[src/rtl/axi_addr_router.sv]
// Address decoder/router: one master to NUM_S slaves plus a default
// slave, locking the target while transactions are outstanding.
package axi_addr_router_pkg;
    function automatic logic [4095:0] map_default(
        int n, int aw, bit last
    );
        logic [4095:0] r;
        logic [4095:0] v;
        logic [4095:0] m;
        r = '0;
        m = (4096'(1) << aw) - 4096'(1);
        for (int i = n - 1; i >= 0; i--) begin
            v = 4096'(i) * 4096'(65536);
            if (last)
                v = v + 4096'(65535);
            r = (r << aw) | (v & m);
        end
        return r;
    endfunction
endpackage

module axi_addr_router
    import axi_addr_router_pkg::*;
#(
    parameter int NUM_S   = 7,
    parameter int AW      = 32,
    parameter int MAX_OUT = 4,
    parameter logic [NUM_S*AW-1:0] S_BASE =
        (NUM_S*AW)'(map_default(NUM_S, AW, 1'b0)),
    parameter logic [NUM_S*AW-1:0] S_LAST =
        (NUM_S*AW)'(map_default(NUM_S, AW, 1'b1)),
    localparam int TW = $clog2(NUM_S + 1)
) (
    input  logic                ACLK,
    input  logic                ARESET,
    axi_addr_router_if.slave    bus,
    output logic [TW-1:0]       TARGET,
    output logic [3:0]          OUT_CNT,
    output logic                BUSY
);
    typedef enum logic [1:0] {
        IDLE,
        ACTIVE,
        FULL
    } state_t;

    localparam logic [3:0] MAXC = 4'(MAX_OUT);

    state_t         state_q;
    state_t         state_d;
    logic [TW-1:0]  sel;
    logic [TW-1:0]  target_d;
    logic [3:0]     cnt_d;
    logic [NUM_S:0] vss;
    logic           stall;
    logic           accept;

    // Lowest-numbered matching window wins on overlap.
    always_comb begin
        sel = TW'(NUM_S);
        for (int i = NUM_S - 1; i >= 0; i--) begin
            if (bus.ADDR >= S_BASE[i*AW +: AW] &&
                bus.ADDR <= S_LAST[i*AW +: AW])
                sel = TW'(i);
        end
    end

    always_comb begin
        stall = (state_q == FULL) ||
                (state_q != IDLE && sel != TARGET);
        vss = '0;
        if (!ARESET && bus.VALID && !stall)
            vss[sel] = 1'b1;
    end

    assign bus.VALID_SS = vss;
    assign bus.READY    = |(vss & bus.READY_SS);
    assign accept       = bus.READY;
    assign BUSY         = (state_q != IDLE);

    // Simultaneous accept and completion leave the count unchanged.
    always_comb begin
        cnt_d    = OUT_CNT;
        target_d = TARGET;
        state_d  = state_q;
        if (accept)
            target_d = sel;
        if (accept && !bus.RESP_DONE)
            cnt_d = OUT_CNT + 4'd1;
        else if (!accept && bus.RESP_DONE &&
                 OUT_CNT != 4'd0)
            cnt_d = OUT_CNT - 4'd1;
        unique case (1'b1)
            cnt_d == 4'd0: state_d = IDLE;
            cnt_d == MAXC: state_d = FULL;
            default:       state_d = ACTIVE;
        endcase
    end

    always_ff @(posedge ACLK) begin
        if (ARESET) begin
            state_q <= IDLE;
            OUT_CNT <= 4'd0;
            TARGET  <= '0;
        end else begin
            state_q <= state_d;
            OUT_CNT <= cnt_d;
            TARGET  <= target_d;
        end
    end
endmodule

[src/rtl/axi_addr_router_if.sv]
// Address-channel bundle between one master, the routed slaves,
// and the response tracker feeding RESP_DONE.
interface axi_addr_router_if #(
    parameter int NUM_S = 7,
    parameter int AW    = 32
);
    logic           VALID;
    logic [AW-1:0]  ADDR;
    logic           READY;
    logic [NUM_S:0] VALID_SS;
    logic [NUM_S:0] READY_SS;
    logic           RESP_DONE;

    modport slave (
        input  VALID,
        input  ADDR,
        input  READY_SS,
        input  RESP_DONE,
        output READY,
        output VALID_SS
    );

    modport master (
        output VALID,
        output ADDR,
        output READY_SS,
        output RESP_DONE,
        input  READY,
        input  VALID_SS
    );
endinterface

[src/flat_wrapper.sv]
// flat-port wrapper written by rule: the top's interface ports become plain ports
module axi_addr_router_flat import axi_addr_router_pkg::*;
#(
    parameter int NUM_S   = 7,
    parameter int AW      = 32,
    parameter int MAX_OUT = 4,
    parameter logic [NUM_S*AW-1:0] S_BASE =
        (NUM_S*AW)'(map_default(NUM_S, AW, 1'b0)),
    parameter logic [NUM_S*AW-1:0] S_LAST =
        (NUM_S*AW)'(map_default(NUM_S, AW, 1'b1)),
    localparam int TW = $clog2(NUM_S + 1)
)
  (ACLK, ARESET, TARGET, OUT_CNT, BUSY, bus_VALID, bus_ADDR, bus_READY_SS, bus_RESP_DONE, bus_READY, bus_VALID_SS);
  axi_addr_router_if #(.NUM_S(NUM_S), .AW(AW)) bus_i ();
  input  logic ACLK;
  input  logic ARESET;
  output logic [TW-1:0] TARGET;
  output logic [3:0] OUT_CNT;
  output logic BUSY;
  input wire logic [$bits(bus_i.VALID)-1:0] bus_VALID;
  input wire logic [$bits(bus_i.ADDR)-1:0] bus_ADDR;
  input wire logic [$bits(bus_i.READY_SS)-1:0] bus_READY_SS;
  input wire logic [$bits(bus_i.RESP_DONE)-1:0] bus_RESP_DONE;
  output wire logic [$bits(bus_i.READY)-1:0] bus_READY;
  output wire logic [$bits(bus_i.VALID_SS)-1:0] bus_VALID_SS;
  assign bus_i.VALID = bus_VALID;
  assign bus_i.ADDR = bus_ADDR;
  assign bus_i.READY_SS = bus_READY_SS;
  assign bus_i.RESP_DONE = bus_RESP_DONE;
  assign bus_READY = bus_i.READY;
  assign bus_VALID_SS = bus_i.VALID_SS;
  axi_addr_router #(.NUM_S(NUM_S), .AW(AW), .MAX_OUT(MAX_OUT), .S_BASE(S_BASE), .S_LAST(S_LAST)) u_core (.ACLK(ACLK), .ARESET(ARESET), .bus(bus_i), .TARGET(TARGET), .OUT_CNT(OUT_CNT), .BUSY(BUSY));
endmodule
[config.mk]
export PLATFORM = sky130hd
export DESIGN_NAME = axi_addr_router_flat
export DESIGN_NICKNAME = d
export VERILOG_FILES = /design/src/rtl/axi_addr_router.sv /design/src/rtl/axi_addr_router_if.sv /design/src/flat_wrapper.sv
export SDC_FILE = /design/constraint.sdc
export NUM_CORES = 1
export LEC_CHECK = 0
export ABC_CLOCK_PERIOD_IN_PS = 3450
export CORE_MARGIN = 2
export CORE_UTILIZATION = 35
export CTS_CLUSTER_DIAMETER = 30
export DETAILED_ROUTE_END_ITERATION = 12
export GPL_TIMING_DRIVEN = 1
export HOLD_SLACK_MARGIN = 0.02
export PLACE_DENSITY = 0.81
export SYNTH_ARGS = -nofsm -noshare
export SYNTH_HDL_FRONTEND = slang
export SYNTH_SLANG_ARGS = --single-unit
[constraint.sdc]
create_clock -name ACLK -period 3.45 [get_ports ACLK]
set_input_delay 0.69 -clock ACLK [delete_from_list [all_inputs] [get_ports ACLK]]
set_output_delay 0.69 -clock ACLK [all_outputs]
set_load 0.01 [all_outputs]
* Word level (Yosys, flattened, before mapping)
Index checks and enable logic that the tools add are counted.
Widths: inputs -> output; s select.
** Word-level totals
- Input port bits :: 44
- Flip-flop bits (word level) :: 9
** Cells by class
- Muxes and demuxes :: 13
- Bitwise logic cells :: 1
- Reduce and logical (&&, ||, !) cells :: 23
- Magnitude comparators :: 16
- Add/sub/neg operators :: 2
- Eq/ne operators :: 3
** Operator list (count)
- $ge 32x19->1 const B :: 3
- $le 32x19->1 const B :: 3
- $ge 32x18->1 const B :: 2
- $le 32x18->1 const B :: 2
- $ge 32x1->1 const B :: 1
- $ge 32x17->1 const B :: 1
- $le 32x16->1 const B :: 1
- $le 32x17->1 const B :: 1
- $mux 3 :: 6
- $logic_and 1x1->1 :: 14
- $and 8x8->8 :: 1
- $mux 4 :: 2
- $mux 8 :: 1
- $reduce_or 8->1 :: 1
- $add 4x1->4 const B :: 1
- $eq 4x3->1 const B :: 1
- $logic_not 1->1 :: 4
- $logic_not 4->1 :: 1
- $lt 3x4->1 const B :: 1
- $pmux 2 s2 :: 1
- $reduce_bool 4->1 :: 1
- $sub 4x1->4 const B :: 1
- $demux 1 s3 :: 1
- $ge 3x1->1 const B :: 1
- 5 further kinds :: 6

* Logic depth before layout (Yosys ltp)
- Depth in word-level cells :: 24
- Mapped depth :: 10
- Depth with buffers taken out :: 9

* Least setup slack after synthesis
Ideal clock, no wire load.
- Kind :: input -> output
- Start point :: input port bus_ADDR[28]
- End point :: output port bus_VALID_SS[0]
- Slack :: 0.310 ns
- Stages on the path :: 7
- Path buffers :: 1
- Arrival :: 2.450 ns
- Required time :: 2.760 ns
- Cell sequence :: nor4_1 nand4_1 buf_6 o41ai_4 o211ai_4 or3_1 nor3_1
** Between the ends
- Longest elaborated chain between the ends :: 15
- Elaborated cells between the ends (all ways) :: 39
- Those cells by class :: 16 x order compare; 1 x eq/ne; 10 x mux; 12 x reduce/logical
** RTL lines
- start, declared :: line flat_wrapper.sv:21 : input wire logic [$bits(bus_i.ADDR)-1:0] bus_ADDR;
- $ge 32x19->1 or $le 32x19->1 (tied branches) :: line axi_addr_router.sv:62, axi_addr_router.sv:63
- $logic_and 1x1->1 :: line axi_addr_router.sv:62 : if (bus.ADDR >= S_BASE[i*AW +: AW] &&
- $mux 1 :: line axi_addr_router.sv:62
- $mux 3 (5 in series) :: line axi_addr_router.sv:62
- $mux 3 * :: line axi_addr_router.sv:62
- branches (longest 5 deep; another with $lt 3x4->1)
- $mux 8 * :: line axi_addr_router.sv:72 : if (!ARESET && bus.VALID && !stall)
- end, declared :: line flat_wrapper.sv:25 : output wire logic [$bits(bus_i.VALID_SS)-1:0] bus_VALID_SS;
Mark *: on every way between the ends.

* Worst setup path after layout
- Start point :: input port bus_ADDR[19]
- End point :: output port bus_VALID_SS[0]
The elaborated chain is that of the path after synthesis.

==> qor.txt <==
Status -> finished, final reports clean
Reg-to-reg critical path endpoint -> u_core.OUT_CNT[1]$_SDFF_PP0_
Via count of the routed design -> 1097
CTS Buffer Depth -> 2
Comb power frac -> 0.634
Placer Congestion -> 0.8181
Hold buffers post-CTS -> 0
Routed Wire Length -> 2890 um
Post-layout net count -> 224
Startpoint Class -> primary input
Switching power -> 301.4 uW
Register area share after synthesis -> 0.2081
Iteration count of the initial detailed-routing pass -> 4
Drt drc -> 0
Period utilization -> 0.9809
Worst setup margin -> 0.06597 ns
Starting Density -> 0.3593
Worst Hold Launch -> u_core.TARGET[0]$_SDFFE_PP0P_
Min Tclk post-route -> 3.384 ns
Crit path largest cell delay -> 0.42 ns
First-pass GRT wire length -> 4464 um
Antenna violations before repair -> 0
Synthesized area -> 865.8 sq um
WS Path Type -> in -> out
IO Count -> 61
Share of layout cells above drive strength 1 -> 0.2825
1st-iter DRT viols -> 21
Worst path bufs/invs -> 3
Slew of the pin with the lowest slew margin -> 0.5972 ns
Flops & latches, synth -> 9
Yosys top cell by area -> dfxtp_1
Final Setup Violations -> 0
Placeable Area -> 0.002410 sq mm
Most common cell in the netlist -> nor2_1
Crit-path cells -> clkdlybuf4s15_1, nor4_1, nand4_1, buf_6, o41ai_4, o211ai_4, or3_4, nor3_2, buf_2
Post-synth EDFFs -> 0
Hold path cells -> 2
Critical Path Source -> bus_ADDR[19]
Wire per inst -> 13.96 um
Clock Latency Late Sink -> 0.26 ns
Synth warnings -> 0
Pins Over Slew Limit -> 0
DPL Wire Length -> 2213 um
Yosys cell types -> 43
CP max stage cell -> or3_4
VDD IR max -> 568.8 uV
Die Height -> 53.74 um
Skew final -> 0.006787 ns
Grt ovf -> 0
Total CTS buffers -> 3
Sw Share -> 0.4121
Final ANT Viol Nets -> 0
Synth Net Count -> 158
Root Buffer -> clkbuf_4
Pwr/cell area -> 471.3 mW/mm^2
Max FO, Critical Path -> 3
Syn avg cell area -> 7.731 sq um
Largest net degree at the start of global routing -> 11
Pleak -> 0.0006957 uW
Row Count -> 18
Die W -> 53.74 um
Critical Path AT -> 2.69 ns
Post-synth top cells -> 17 x nor2_1, 9 x dfxtp_1, 9 x nor3_1
Crit path max-delay family -> simple AND/OR/NAND/NOR gates
Tightest Hold Check Type -> reg -> reg
Reg-to-Reg Start -> u_core.TARGET[0]$_SDFFE_PP0P_
Hold Vio Cnt, Final -> 0
CTS H-tree lvls -> 1
Slew headroom -> 0.5984
IO Port Bufs -> 44
Worst EP required -> 2.76 ns
Top FF cell, synth -> dfxtp_1
Post-synth ARST share -> 0
Post-Place Worst Slack -> -0.5326 ns
Die ar. -> 0.002887 sq mm
Layout Area Growth over Synthesis -> 79.19%
Antenna cell count -> 0
Critical Path Sink Type -> output port
Clock group share of total power -> 0.107
Post-synth top area share -> 0.2081
Hold endpoint -> u_core.TARGET[0]$_SDFFE_PP0P_
Max Clock Freq -> 295.5 MHz
Clock edge transition at the registers on the reported setup and hold paths -> 0.05 ns
Min Hold Slack -> 0.5339 ns
Vias in the first global route -> 1030
Global Route Usage Sum -> 0.2137
Avg Vias per Cell -> 5.300
Sinks on Clock Net -> 9
Seq pwr share -> 0.259
Max cap viols -> 0
Non-Filler Instances -> 207
Power Internal -> 429.9 uW
CTS tree -> done
Post-Syn Instances -> 112
Inst Count DP -> 200
R2r worst-path depth -> 10
R2R setup slack -> 1.18 ns
Synth top area cells -> dfxtp_1 21%, nor2_1 7.4%, nor3_1 5.2%
[how the worst max path moves through the flow]
stage                 endpoint  slack (ns)  depth (start not counted)
2_1_floorplan  bus_VALID_SS[0]        0.31                          7
6_report       bus_VALID_SS[0]        0.07                          9
3_3_place_gp   bus_VALID_SS[0]       -0.50                          9
5_1_grt        bus_VALID_SS[0]       -0.03                          9
3_5_place_dp   bus_VALID_SS[4]       -0.53                         11
4_1_cts              bus_READY      0.0001                         10
[repair_timing]
action                                  in CTS  in global routing
resized for setup                           45                 17
endpoints found under the setup margin       9                  8
setup buffers                                2                  1
pin swaps                                    8                  9
[kinds of logic (layout without fill, tap and decap cells)]
group	count (synthesis)	count (layout)	synth area share
and+or+nand+nor	61	61	0.3873
buffers and inverters	13	78	0.08671
xor gates and xnor gates	1	1	0.01012
DFF	9	9	0.2081
adders and majority gates	2	2	0.02890
AOI/OAI and AO/OA	23	23	0.2298
muxes	3	3	0.04913
[cells in the final DEF (no fill, tap or decap), types with 2 or more instances in the layout]
cell type        instances
clkbuf_4                 3
nor3b_1                  3
nor2_1                  16
clkdlybuf4s50_1         21
nor3_1                   5
nand2_1                  4
clkdlybuf4s15_2          2
mux2i_1                  2
inv_1                    7
a211oi_1                 2
nor3_2                   4
dlymetal6s2s_1           8
nor4_1                   3
nor2b_1                  3
buf_6                    2
dlygate4sd2_1            3
dfxtp_1                  9
nand4_1                  2
nand3_1                  4
o21ai_0                  4
nand2b_1                 3
a21o_1                   2
buf_4                   21
a21oi_1                  2
ha_1                     2
clkdlybuf4s15_1          5
buf_2                    4
nor2_4                   2
and3_1                   2
[final cells by class]
type | instances | area (sq um)
timing repair buffer | 67 | 614.3
inverter | 7 | 26.28
sequential | 9 | 180.2
clock buffer | 4 | 26.28
multi-input combinational | 90 | 666.9
tap | 30 | 37.54
fill | 193 | 858.3
[tightest hold or removal path: cells and delay by family (launching register included)]
kind	cells	cell delay (ns)
simple gates	2	0.16
flops	1	0.33
[metal layers]
metal | up-vias | GRT usage | wire (um) | part of all wire
li1 | 542 | - | - | -
met1 | 533 | 0.2466 | 1144 | 0.40
met2 | 20 | 0.3963 | 1638 | 0.57
met3 | 2 | 0.04444 | 87 | 0.030
met4 | 0 | 0.05128 | 20 | 0.0069
met5 | - | 0 | 0 | 0
[metrics by stage]
stage | utilization | area [sq um] | TNS [ns] | power (uW)
5_1_grt | 0.6438 | 1551 | -0.02660 | 790.2
2_1_floorplan | - | 865.8 | 0 | 448.0
6_report | 0.6438 | 1551 | 0 | 731.3
3_3_place_gp | 0.5997 | 1445 | -3.688 | 602.7
4_1_cts | 0.6272 | 1511 | 0 | 718.1
3_5_place_dp | 0.5997 | 1445 | -4.183 | 625.1
[sequential cells by signal (all words and copies together) (netlist names)]
| name | count |
|---|---|
| u_core.OUT_CNT | 4 |
| u_core.TARGET | 3 |
| u_core.state_q | 2 |
[power groups by stage]
stage	Sequential, uW	Clock (uW)	Combinational, uW
3_5_place_dp	190	0	435
6_report	189	78.6	463
5_1_grt	197	83.9	509
2_1_floorplan	186	0	262
3_3_place_gp	189	0	414
4_1_cts	188	81.5	448
Power figures use the tool's default switching activity.
